File: config.mk
export PLATFORM = sky130hd
export DESIGN_NAME = gcd_driver_flat
export DESIGN_NICKNAME = d
export VERILOG_FILES = /design/src/rtl/gcd_pkg.sv /design/src/rtl/gcd_driver_if.sv /design/src/rtl/gcd_watchdog.sv /design/src/rtl/gcd_driver.sv /design/src/flat_wrapper.sv
export SDC_FILE = /design/constraint.sdc
export NUM_CORES = 1
export LEC_CHECK = 0
export CAP_MARGIN = 40
export CORE_MARGIN = 2
export CORE_UTILIZATION = 37
export DETAILED_ROUTE_END_ITERATION = 6
export PLACE_DENSITY = 0.76
export SYNTH_ARGS = -nofsm -noshare
export SYNTH_HDL_FRONTEND = slang
export SYNTH_SLANG_ARGS = --single-unit
File: constraint.sdc
create_clock -name clk -period 2.9 [get_ports clk]
set_input_delay 0.29 -clock clk [delete_from_list [all_inputs] [get_ports clk]]
set_output_delay 0.29 -clock clk [all_outputs]
set_load 0.03 [all_outputs]
File: src/rtl/gcd_pkg.sv
// Shared definitions for the GCD engine driver and its helpers.
//   gcd_drv_state_t     : driver FSM state encoding
//   GCD_NBITS_DEFAULT   : default operand/result width
//   GCD_TIMEOUT_DEFAULT : default watchdog limit in WAIT cycles
package gcd_pkg;

   localparam int unsigned GCD_NBITS_DEFAULT   = 32;
   localparam int unsigned GCD_TIMEOUT_DEFAULT = 1024;

   typedef enum logic [2:0] {
      IDLE,
      ISSUE,
      WAIT,
      RESP,
      RESP_TO,
      DRAIN
   } gcd_drv_state_t;

endpackage

File: src/rtl/gcd_driver_if.sv
// Request/response bus between a requester and the GCD driver.
//   req_valid/req_ready/req_a/req_b         : operand request handshake
//   rsp_valid/rsp_ready/rsp_result/rsp_timeout : result response handshake
//   modport master : requester side
//   modport slave  : driver side
interface gcd_driver_if
   import gcd_pkg::*;
#(
   parameter int unsigned nbits = GCD_NBITS_DEFAULT
);

   logic             req_valid;
   logic             req_ready;
   logic [nbits-1:0] req_a;
   logic [nbits-1:0] req_b;
   logic             rsp_valid;
   logic             rsp_ready;
   logic [nbits-1:0] rsp_result;
   logic             rsp_timeout;

   modport master (
      output req_valid, req_a, req_b, rsp_ready,
      input  req_ready, rsp_valid, rsp_result, rsp_timeout
   );

   modport slave (
      input  req_valid, req_a, req_b, rsp_ready,
      output req_ready, rsp_valid, rsp_result, rsp_timeout
   );

endinterface

File: src/rtl/gcd_watchdog.sv
// Saturating cycle counter used as a watchdog.
//   clk, reset : clock and asynchronous active-high reset
//   clear      : force the count back to zero (has priority over enable)
//   enable     : advance the count by one, holding at LIMIT-1
//   expired    : count has reached LIMIT-1
module gcd_watchdog #(
   parameter int unsigned LIMIT = 1024
) (
   input  logic clk,
   input  logic reset,
   input  logic clear,
   input  logic enable,
   output logic expired
);

   localparam int unsigned     CntW   = (LIMIT > 1) ? $clog2(LIMIT) : 1;
   localparam logic [CntW-1:0] CntMax = CntW'(LIMIT - 1);

   logic [CntW-1:0] cnt_q, cnt_d;

   always_comb begin
      cnt_d = cnt_q;
      if (clear) begin
         cnt_d = '0;
      end else if (enable && (cnt_q != CntMax)) begin
         cnt_d = cnt_q + 1'b1;
      end
   end

   always_ff @(posedge clk or posedge reset) begin
      if (reset) begin
         cnt_q <= '0;
      end else begin
         cnt_q <= cnt_d;
      end
   end

   assign expired = (cnt_q == CntMax);

endmodule

File: src/rtl/gcd_driver.sv
// Front-end initiator for the subtract-and-swap GCD engine.
// Accepts one operand pair at a time, pulses the engine start, waits for its done pulse
// (or a watchdog timeout) and returns the result on the response handshake.
// After a timeout the engine is still running and cannot be aborted, so the driver drains
// its late done pulse before taking a new request.
// Optional: define GCD_DRIVER_ZERO_BYPASS_EN to answer requests with a zero operand
// directly (result a|b) without involving the engine.
//   clk, reset   : clock and asynchronous active-high reset
//   bus          : request/response handshake (slave side)
//   gcd_a, gcd_b : operands to the engine, held stable while it runs
//   gcd_start    : one-cycle engine start pulse
//   gcd_result   : engine result, sampled on gcd_done
//   gcd_done     : one-cycle engine completion pulse
module gcd_driver
   import gcd_pkg::*;
#(
   parameter int unsigned nbits          = GCD_NBITS_DEFAULT,
   parameter int unsigned TIMEOUT_CYCLES = GCD_TIMEOUT_DEFAULT
) (
   input  logic             clk,
   input  logic             reset,
   gcd_driver_if.slave      bus,
   output logic [nbits-1:0] gcd_a,
   output logic [nbits-1:0] gcd_b,
   output logic             gcd_start,
   input  logic [nbits-1:0] gcd_result,
   input  logic             gcd_done
);

   gcd_drv_state_t   state_q, state_d;
   logic [nbits-1:0] a_q, a_d;
   logic [nbits-1:0] b_q, b_d;
   logic [nbits-1:0] res_q, res_d;
   logic             to_q, to_d;
   logic             wd_clear, wd_enable, wd_expired;
   logic             bypass;

`ifdef GCD_DRIVER_ZERO_BYPASS_EN
   assign bypass = (bus.req_a == '0) || (bus.req_b == '0);
`else
   assign bypass = 1'b0;
`endif

   gcd_watchdog #(
      .LIMIT (TIMEOUT_CYCLES)
   ) u_watchdog (
      .clk     (clk),
      .reset   (reset),
      .clear   (wd_clear),
      .enable  (wd_enable),
      .expired (wd_expired)
   );

   always_comb begin
      state_d   = state_q;
      a_d       = a_q;
      b_d       = b_q;
      res_d     = res_q;
      to_d      = to_q;
      wd_clear  = 1'b0;
      wd_enable = 1'b0;
      unique case (state_q)
         IDLE: begin
            if (bus.req_valid) begin
               a_d = bus.req_a;
               b_d = bus.req_b;
               if (bypass) begin
                  res_d   = bus.req_a | bus.req_b;
                  to_d    = 1'b0;
                  state_d = RESP;
               end else begin
                  state_d = ISSUE;
               end
            end
         end
         ISSUE: begin
            wd_clear = 1'b1;
            state_d  = WAIT;
         end
         WAIT: begin
            wd_enable = 1'b1;
            // done wins over a simultaneous expiry
            if (gcd_done) begin
               res_d   = gcd_result;
               to_d    = 1'b0;
               state_d = RESP;
            end else if (wd_expired) begin
               res_d   = '0;
               to_d    = 1'b1;
               state_d = RESP_TO;
            end
         end
         RESP: begin
            if (bus.rsp_ready) state_d = IDLE;
         end
         RESP_TO: begin
            if (bus.rsp_ready) state_d = DRAIN;
         end
         DRAIN: begin
            // the late done belongs to the timed-out request and is discarded
            if (gcd_done) state_d = IDLE;
         end
         default: state_d = IDLE;
      endcase
   end

   always_ff @(posedge clk or posedge reset) begin
      if (reset) begin
         state_q <= IDLE;
         a_q     <= '0;
         b_q     <= '0;
         res_q   <= '0;
         to_q    <= 1'b0;
      end else begin
         state_q <= state_d;
         a_q     <= a_d;
         b_q     <= b_d;
         res_q   <= res_d;
         to_q    <= to_d;
      end
   end

   assign bus.req_ready   = (state_q == IDLE);
   assign bus.rsp_valid   = (state_q == RESP) || (state_q == RESP_TO);
   assign bus.rsp_result  = res_q;
   assign bus.rsp_timeout = to_q;
   assign gcd_start       = (state_q == ISSUE);
   assign gcd_a           = a_q;
   assign gcd_b           = b_q;

`ifndef SYNTHESIS
   done_only_when_expected: assert property (@(posedge clk) disable iff (reset)
      gcd_done |-> ((state_q == WAIT) || (state_q == DRAIN)));
`endif

endmodule

File: src/flat_wrapper.sv
// flat-port wrapper written by rule: the top's interface ports become plain ports
module gcd_driver_flat import gcd_pkg::*;
#(
   parameter int unsigned nbits          = GCD_NBITS_DEFAULT,
   parameter int unsigned TIMEOUT_CYCLES = GCD_TIMEOUT_DEFAULT
)
  (clk, reset, gcd_a, gcd_b, gcd_start, gcd_result, gcd_done, bus_req_valid, bus_req_a, bus_req_b, bus_rsp_ready, bus_req_ready, bus_rsp_valid, bus_rsp_result, bus_rsp_timeout);
  gcd_driver_if #(.nbits(nbits)) bus_i ();
  input  logic clk;
  input  logic reset;
  output logic [nbits-1:0] gcd_a;
  output logic [nbits-1:0] gcd_b;
  output logic gcd_start;
  input  logic [nbits-1:0] gcd_result;
  input  logic gcd_done;
  input wire logic [$bits(bus_i.req_valid)-1:0] bus_req_valid;
  input wire logic [$bits(bus_i.req_a)-1:0] bus_req_a;
  input wire logic [$bits(bus_i.req_b)-1:0] bus_req_b;
  input wire logic [$bits(bus_i.rsp_ready)-1:0] bus_rsp_ready;
  output wire logic [$bits(bus_i.req_ready)-1:0] bus_req_ready;
  output wire logic [$bits(bus_i.rsp_valid)-1:0] bus_rsp_valid;
  output wire logic [$bits(bus_i.rsp_result)-1:0] bus_rsp_result;
  output wire logic [$bits(bus_i.rsp_timeout)-1:0] bus_rsp_timeout;
  assign bus_i.req_valid = bus_req_valid;
  assign bus_i.req_a = bus_req_a;
  assign bus_i.req_b = bus_req_b;
  assign bus_i.rsp_ready = bus_rsp_ready;
  assign bus_req_ready = bus_i.req_ready;
  assign bus_rsp_valid = bus_i.rsp_valid;
  assign bus_rsp_result = bus_i.rsp_result;
  assign bus_rsp_timeout = bus_i.rsp_timeout;
  gcd_driver #(.nbits(nbits), .TIMEOUT_CYCLES(TIMEOUT_CYCLES)) u_core (.clk(clk), .reset(reset), .bus(bus_i), .gcd_a(gcd_a), .gcd_b(gcd_b), .gcd_start(gcd_start), .gcd_result(gcd_result), .gcd_done(gcd_done));
endmodule
Word-level counts from Yosys, hierarchy flattened. Cells that the tools add are included.

Memories: 0. ROM bits: 0. Register bits after elaboration: 110. Bits in latches: 0. RAM bits: 0. Word-level logic and storage cells: 42.

Bitwise logic cells: 0. Multiply operators: 0. $lt $le $gt $ge: 0. Reductions and logical operators: 8. Multiplexer cells: 15. Equality and inequality tests: 12. $add $sub $neg: 1. Shift-type cells: 0. Divide/modulo/power cells: 0.

Operators by type and width (count): $mux W32 (2); $mux W10 (2); $mux W3 (6); $pmux W3 S6 (1); $add A10 B1 Y10 const B (1); $eq A10 B10 Y1 const B (1); $ne A10 B10 Y1 const B (1); $ne A2 B2 Y1 const B (4); $eq A3 B2 Y1 const B (2); $eq A3 B3 Y1 const B (2); $reduce_and A5 Y1 (1); $mux W1 (4); $reduce_and A2 Y1 (2); $reduce_bool A2 Y1 (2); $eq A3 B1 Y1 const B (1); $logic_not A3 Y1 (1); $ne A3 B3 Y1 const B (1); $logic_and A1 B1 Y1 (1); $logic_or A1 B1 Y1 (1).

Depth between registers and ports, before layout. Gate-level depths: netlist of the first run.

Depth after elaboration: 5. Gate-level depth with buffers: 6. Gate-level depth less buffers: 5.

Modules after synthesis. From an unflattened synthesis of the first run, not the netlist that was laid out.

Cells, all modules: 302. Area, all modules: 4732.0 sq um.

By module, submodules not included: gcd_driver (cells each 236, sequential area each 2502.4 sq um, area each 4096.4 sq um, instances 1); gcd_watchdog (cells each 66, sequential area each 250.2 sq um, area each 635.6 sq um, instances 1).

Worst setup path after synthesis of the first run. No wires, ideal clock.

Path kind: flip-flop to output port. Start: register u_core.state_q[1]. End: output port bus_rsp_valid. Buffers on the path: 1. Arrival: 1.401 ns. Slack: 1.209 ns. Stages on the path, launching flop included: 4. Cell sequence: dfrtp_1 -> buf_2 -> nand2b_1 -> o21ai_0.

Longest elaborated chain between the ends: 2.

Ends and longest elaborated chain: from (decl) (RTL line gcd_driver.sv:30) `gcd_drv_state_t state_q, state_d;`; from (signal assigned) (RTL line gcd_driver.sv:115) `state_q <= state_d;`; $eq A3 B2 Y1 or $eq A3 B3 Y1 (tied branches) (RTL line gcd_driver.sv:124) `assign bus.rsp_valid = (state_q == RESP) || (state_q == RESP_TO);`; $logic_or A1 B1 Y1 * (RTL line gcd_driver.sv:124); to (decl) (RTL line flat_wrapper.sv:21) `output wire logic [$bits(bus_i.rsp_valid)-1:0] bus_rsp_valid;`.

Every way passes the cells marked *; elsewhere a longest branch is shown, timed or not.

Final worst setup path of the first run.
Start: register u_core.state_q[0]. End: output port gcd_start.

Longest elaborated chain between the ends: 1.

Ends and longest elaborated chain: $eq A3 B1 Y1 (RTL line gcd_driver.sv:127) `assign gcd_start = (state_q == ISSUE);`; to (decl) (RTL line flat_wrapper.sv:13) `output logic gcd_start;`.

Every way passes these cells.

==> flow_summary.json, run 1 <==
{
  "antennaDiodeCount": 0,
  "r2r_setup_slack_ps": 1020,
  "fp.dieW_um": 113.0,
  "first_pass_iters": 7,
  "syn_area_um2": 4399,
  "cp-endpoint": "gcd_start",
  "rsz0062_at_grt": "no",
  "synth_cells": 304,
  "dieArea_um2": 12780,
  "grt_pass1_vias": 3437,
  "startpoint_type": "flop",
  "dp.cells": 633,
  "crit_path_end_kind": "output pin",
  "grt_first_pass_wirelength_um": 17540,
  "final_nets": 603,
  "finalPower_mw": 8.267,
  "synth_cell_types": 42,
  "clockRootBuffer": "clkbuf_16",
  "cp.required_ps": 2610,
  "grt_antenna_before_repair": 0,
  "violations": "design-rule violations",
  "rr_worst_depth": 6,
  "totalWireLength_um": 10880,
  "hold_violations": 0,
  "min_period_ps": 2361,
  "cp_max_fo": 14,
  "max_slew_margin_pct": 61.20,
  "initial_core_util_pct": 38.20,
  "drt-vias-per-instance": 4.998,
  "yosysSeqAreaShare_pct": 62.57,
  "maxSlewViolCount": 0,
  "core_um2": 11520,
  "dp_slack_ps": 908.6,
  "final_cell_mix": "200 x clkdlybuf4s50_1, 110 x dfrtp_1, 65 x mux2_2",
  "drive_above_1_share_pct": 19.17,
  "path_class": "flop to output pin",
  "cts_resized": 0,
  "vdd_drop_max_v": 0.0005950,
  "grt_max_degree": 111,
  "fin_crit_sh_pct": 81.41,
  "fmax_ghz": 0.4236,
  "finalWeightedCongestion": 0.8142,
  "yosys_warnings": 0,
  "reg2reg_from": "u_core.u_watchdog.cnt_q[1]$_DFFE_PP0P_",
  "dpl.hpwl_um": 7747,
  "outcome": "finished with violations",
  "avgSynthCellArea_um2": 14.47,
  "ctsHoldBuffers": 0,
  "post_drt_wl_per_cell_um": 16.76,
  "worst_slew_pin_slew_ps": 582.0,
  "regToRegEndpoint": "u_core.bus.rsp_result[13]$_DFFE_PP0P_",
  "drc": 12,
  "tns_ps": 0,
  "ys_ff_latch": 110,
  "tritoncts": "built",
  "fillers": 935,
  "cts_setup_buffers": 0,
  "grt_use_total_pct": 17.26,
  "startpoint": "u_core.state_q[0]$_DFFE_PP0P_",
  "clkSlewWorstSetupHoldPaths_ps": 70,
  "dr.first_iter.drc_count": 151,
  "cap_violations": 0,
  "p_leak_nw": 2.897,
  "core.rowCount": 39,
  "power-per-cell-area_nw_per_um2": 1200,
  "port_buffers": 200,
  "area_growth_pct": 56.57,
  "grt_overflow": 0,
  "die_h_um": 113.0,
  "clock_skew_ps": 6.111,
  "vias": 3244,
  "ant_nets": 0,
  "finalSetupViolations": 0,
  "io_pins": 201,
  "mostFrequentLayoutCell": "clkdlybuf4s50_1",
  "holdWs_ps": 470.3,
  "fin_cells": 649,
  "hp-class": "input port to asynchronous set/reset pin",
  "clk_latency_ps": 340,
  "cts.sinks": 110,
  "cp.arrival_ps": 2070,
  "clock_path_buffers": 2,
  "numCtsBuffers": 9,
  "layout_setup_ws_ps": 539.2,
  "htreeDepth": 3,
  "synth_nets": 406
}
[area by class of cell]
cell class | instances | area (um2) | share of cell area [%]
flip-flops and latches | 110 | 2753 | 39.96
clock inverters | 4 | 77.57 | 1.126
repair buffers | 205 | 2064 | 29.97
multi-input cells | 170 | 1525 | 22.14
well taps | 143 | 178.9 | 2.598
inverters | 5 | 22.52 | 0.3270
clock buffers | 12 | 266.5 | 3.869
[worst max-delay path, cell delays in order, from the launching register on]
cell and delay, ps:
dfrtp_1 610, nor3b_1 240, buf_4 210, clkdlybuf4s50_1 680
[logic make-up after synthesis]
group	after synthesis	share of synthesized area (%)
adders and majority gates	1	0.2844
DFF	110	62.57
buffers and inverters	24	2.901
xor gates and xnor gates	2	0.3983
and+or+nand+nor	42	5.717
AOI/OAI and AO/OA	57	10.69
muxes	68	17.43
[flip-flops by register name (all words and copies together), names as in the netlist]
name                     flops
u_core.gcd_b                32
u_core.state_q               3
u_core.bus.rsp_result       32
u_core.gcd_a                32
u_core.bus.rsp_timeout       1
u_core.u_watchdog.cnt_q     10
[power by group]
group          leakage [nW]  switching [mW]  internal (mW)
Sequential             1.34           0.424           2.24
Combinational          1.39            2.25           1.99
Clock                 0.169           0.535          0.831
Total                  2.90            3.21           5.06
[how the worst min path moves through the flow]
stage                                                 end  slack, ps  depth (start not counted)
floorplan                   u_core.state_q[2]$_DFFE_PP0P_        400                          1
global placement     u_core.bus.rsp_result[3]$_DFFE_PP0P_        480                          1
CTS                          u_core.gcd_b[25]$_DFFE_PP0P_        500                          3
finish                        u_core.gcd_b[5]$_DFFE_PP0P_        470                          3
global route                 u_core.gcd_b[25]$_DFFE_PP0P_        520                          1
detailed placement  u_core.bus.rsp_result[20]$_DFFE_PP0P_        480                          1
[stage by stage]
step	util, %	cell area [um2]
after floorplan	-	4403
after global placement	56.82	6544
after detailed placement	56.82	6544
after CTS	59.81	6888
after global routing	59.81	6888
final	59.81	6888
[per-layer routing]
metal	GRT usage [%]	wire length, um	up-vias
met3	5.035	898	17
met5	0	0	-
met4	7.073	236	0
met2	29.70	5486	132
met1	20.29	4256	1593
li1	-	-	1502
[synthesized netlist by cell type (all sizes together)]
master / count / area share (%)
a41o: 1 / 0.23
nor3b: 2 / 0.46
nand4: 3 / 0.43
buf: 17 / 2.3
nand3: 7 / 0.80
o221a: 1 / 0.26
a2111oi: 1 / 0.63
clkbuf: 2 / 0.20
o221ai: 1 / 0.20
a22o: 32 / 6.4
nor3: 2 / 0.48
nor2b: 4 / 0.57
dfrtp: 110 / 63
mux2i: 2 / 0.46
xnor2: 2 / 0.40
nand2: 4 / 0.34
o211ai: 1 / 0.17
ha: 1 / 0.28
nor4b: 1 / 0.20
nand3b: 1 / 0.17
a31oi: 1 / 0.14
and2: 3 / 0.43
a21o: 1 / 0.17
a21bo: 1 / 0.23
and3: 3 / 0.43
mux2: 66 / 17
a21oi: 7 / 0.80
inv: 5 / 0.43
a211oi: 2 / 0.46
or3b: 1 / 0.26
nand4bb: 1 / 0.26
o31ai: 1 / 0.17
o21ai: 7 / 0.88
nand2b: 1 / 0.14
nor2: 9 / 0.77
Note: power is estimated with default switching activity, not from simulation.
==> run 2: changes to the inputs <==
clock period = 2.05 ns   (was 2.9 ns; I/O delays follow)
==> run 2 against run 1 <==
Worst hold slack worse by 110 ps. Via count is 0.80% lower. Global-route usage is 0.26 points lower. Largest power group unchanged. Non-clock buffer count is 9 higher. The run still ends with design-rule violations left. Sequential share of layout area is 0.40 points lower. Core utilization is 0.60 points higher. Die area stayed put. Clock power is 36% higher. Clock skew is 1.2 ps higher. Final cell count is 1.4% higher. Combinational power is 44% higher.
==> flow_summary.json, run 2 (synthesis gave the netlist of run 1 again) <==
{
  "area_growth_pct": 58.13,
  "drive_above_1_share_pct": 20.58,
  "vias": 3218,
  "cp.arrival_ps": 1680,
  "grt_pass1_vias": 3407,
  "combPwrFrac_pct": 52.1,
  "path_cells": "nor2b_1, nand2_1, o21ai_0, dlygate4sd2_1",
  "grt_antenna_before_repair": 0,
  "critPathSlowestCell": "dfrtp_1",
  "finalWeightedCongestion": 0.7341,
  "grt_use_total_pct": 17.00,
  "antennaDiodeCount": 0,
  "clock_path_buffers": 2,
  "drc": 12,
  "min_period_ps": 1889,
  "post_drt_wl_per_cell_um": 16.19,
  "clockRootBuffer": "clkbuf_16",
  "cp_max_fo": 9,
  "final_cell_mix": "197 x clkdlybuf4s50_1, 110 x dfrtp_1, 65 x mux2_2",
  "finalPower_mw": 11.71,
  "grt_max_degree": 111,
  "grt_overflow": 0,
  "p_int_mw": 7.158,
  "port_buffers": 200,
  "die_h_um": 113.0,
  "initial_core_util_pct": 38.20,
  "dpl.hpwl_um": 7796,
  "grt_first_pass_wirelength_um": 17350,
  "cp.required_ps": 1850,
  "clockPowerShare_pct": 15.9,
  "clkSlewWorstSetupHoldPaths_ps": 70,
  "regToRegEndpoint": "u_core.u_watchdog.cnt_q[7]$_DFFE_PP0P_",
  "tritoncts": "built",
  "first_pass_iters": 6,
  "hold_violations": 0,
  "p_leak_nw": 2.948,
  "r2r_setup_slack_ps": 240,
  "crit_path_end_kind": "output pin",
  "rr_worst_depth": 5,
  "fp.dieW_um": 113.0,
  "max_slew_margin_pct": 61.93,
  "outcome": "finished with violations",
  "reg2reg_from": "u_core.u_watchdog.cnt_q[1]$_DFFE_PP0P_",
  "design_area_um2": 6957,
  "fin_crit_sh_pct": 92.17,
  "core.rowCount": 39,
  "numCtsBuffers": 9,
  "startpoint_type": "flop",
  "io_pins": 201,
  "rsz0062_at_grt": "no",
  "cap_violations": 0,
  "cts_setup_buffers": 0,
  "power-per-cell-area_nw_per_um2": 1684,
  "dr.first_iter.drc_count": 110,
  "clock_skew_ps": 7.345,
  "core_um2": 11520,
  "path_class": "flop to output pin",
  "violations": "design-rule violations",
  "drt-vias-per-instance": 4.891,
  "ant_nets": 0,
  "placed_area_um2": 6634,
  "cts.sinks": 110,
  "finalSetupViolations": 0,
  "tns_ps": 0,
  "htreeDepth": 3,
  "pwr-share-seq_pct": 32.0,
  "power_switching_mw": 4.555,
  "hp-class": "input port to asynchronous set/reset pin",
  "switching_share_pct": 38.89,
  "final_nets": 612,
  "max_stage_delay_ps": 500,
  "final_util_pct": 60.41,
  "worst_slew_pin_slew_ps": 571.0,
  "maxSlewViolCount": 0,
  "clk_latency_ps": 340,
  "mostFrequentLayoutCell": "clkdlybuf4s50_1",
  "totalWireLength_um": 10650,
  "dieArea_um2": 12780,
  "vdd_drop_max_v": 0.0008881,
  "fmax_ghz": 0.5293
}
==> run 2: changes by cell type in the layout (fill, tap and decap cells not counted) <==
cell	before	now
buf_12	2	4
buf_4	3	11
clkbuf_1	0	1
clkbuf_8	3	1
clkdlybuf4s50_1	200	197
clkinv_2	0	1
dlygate4sd2_1	0	2
==> run 2: worst max path at each step <==
stage,end,slack (ps),cells past startpoint,from
2_1_floorplan,u_core.gcd_a[0]$_DFFE_PP0P_,420,5,u_core.state_q[2]$_DFFE_PP0P_
3_3_place_gp,u_core.gcd_a[26]$_DFFE_PP0P_,240,5,bus_req_valid
3_5_place_dp,u_core.gcd_a[17]$_DFFE_PP0P_,230,5,bus_req_valid
4_1_cts,bus_rsp_valid,170,4,u_core.state_q[1]$_DFFE_PP0P_
5_1_grt,gcd_start,120,4,u_core.state_q[2]$_DFFE_PP0P_
6_report,bus_rsp_valid,160,4,u_core.state_q[1]$_DFFE_PP0P_
==> run 2: per-stage QoR <==
| step | worst slack [ps] | std cells | hold slack (ps) |
|---|---|---|---|
| 2_1_floorplan | 417.7 | 304 | 312.3 |
| 4_1_cts | 168.9 | 658 | 414.4 |
| 3_3_place_gp | 236.3 | 642 | 483.8 |
| 6_report | 160.6 | 658 | 363.2 |
| 3_5_place_dp | 225.1 | 642 | 482.3 |
| 5_1_grt | 121.7 | 658 | 455.1 |
==> run 2: metal layers <==
layer / GRT usage (%) / vias to the layer above / part of all wire [%]
met1: 20.92 / 1556 / 39
met4: 3.740 / 0 / 1.0
met5: 0 / - / 0
li1: - / 1525 / -
met3: 5.410 / 9 / 9.4
met2: 29.42 / 128 / 51
==> run 2: repair_timing <==
item                       in CTS  in global routing
hold buffers                    0                  0
setup endpoints to repair       2                  0
gates resized for setup         2                  0
==> run 2: layout make-up <==
type | instances | area, um2
flip-flops and latches | 110 | 2753
clock buffers | 11 | 242.7
inverters | 5 | 22.52
multi-input cells | 170 | 1525
clock inverters | 5 | 82.58
repair buffers | 214 | 2152
fillers | 927 | 4559
well taps | 143 | 178.9
==> run 2: critical path: cells and delay by family, from the launching register on <==
kind | cells | cell delay (ps)
simple gates | 2 | 340
buf+inv | 1 | 420
compound gates | 1 | 80
flops | 1 | 500
==> run 2: power groups by stage <==
stage	clock (mW)	sequential (mW)	combinational, mW
final	1.86	3.74	6.11
after global routing	2.01	3.88	6.41
after CTS	1.91	3.76	6.18
after detailed placement	0	3.77	6.18
after global placement	0	3.73	6.09
after floorplan	0	5.57	1.69
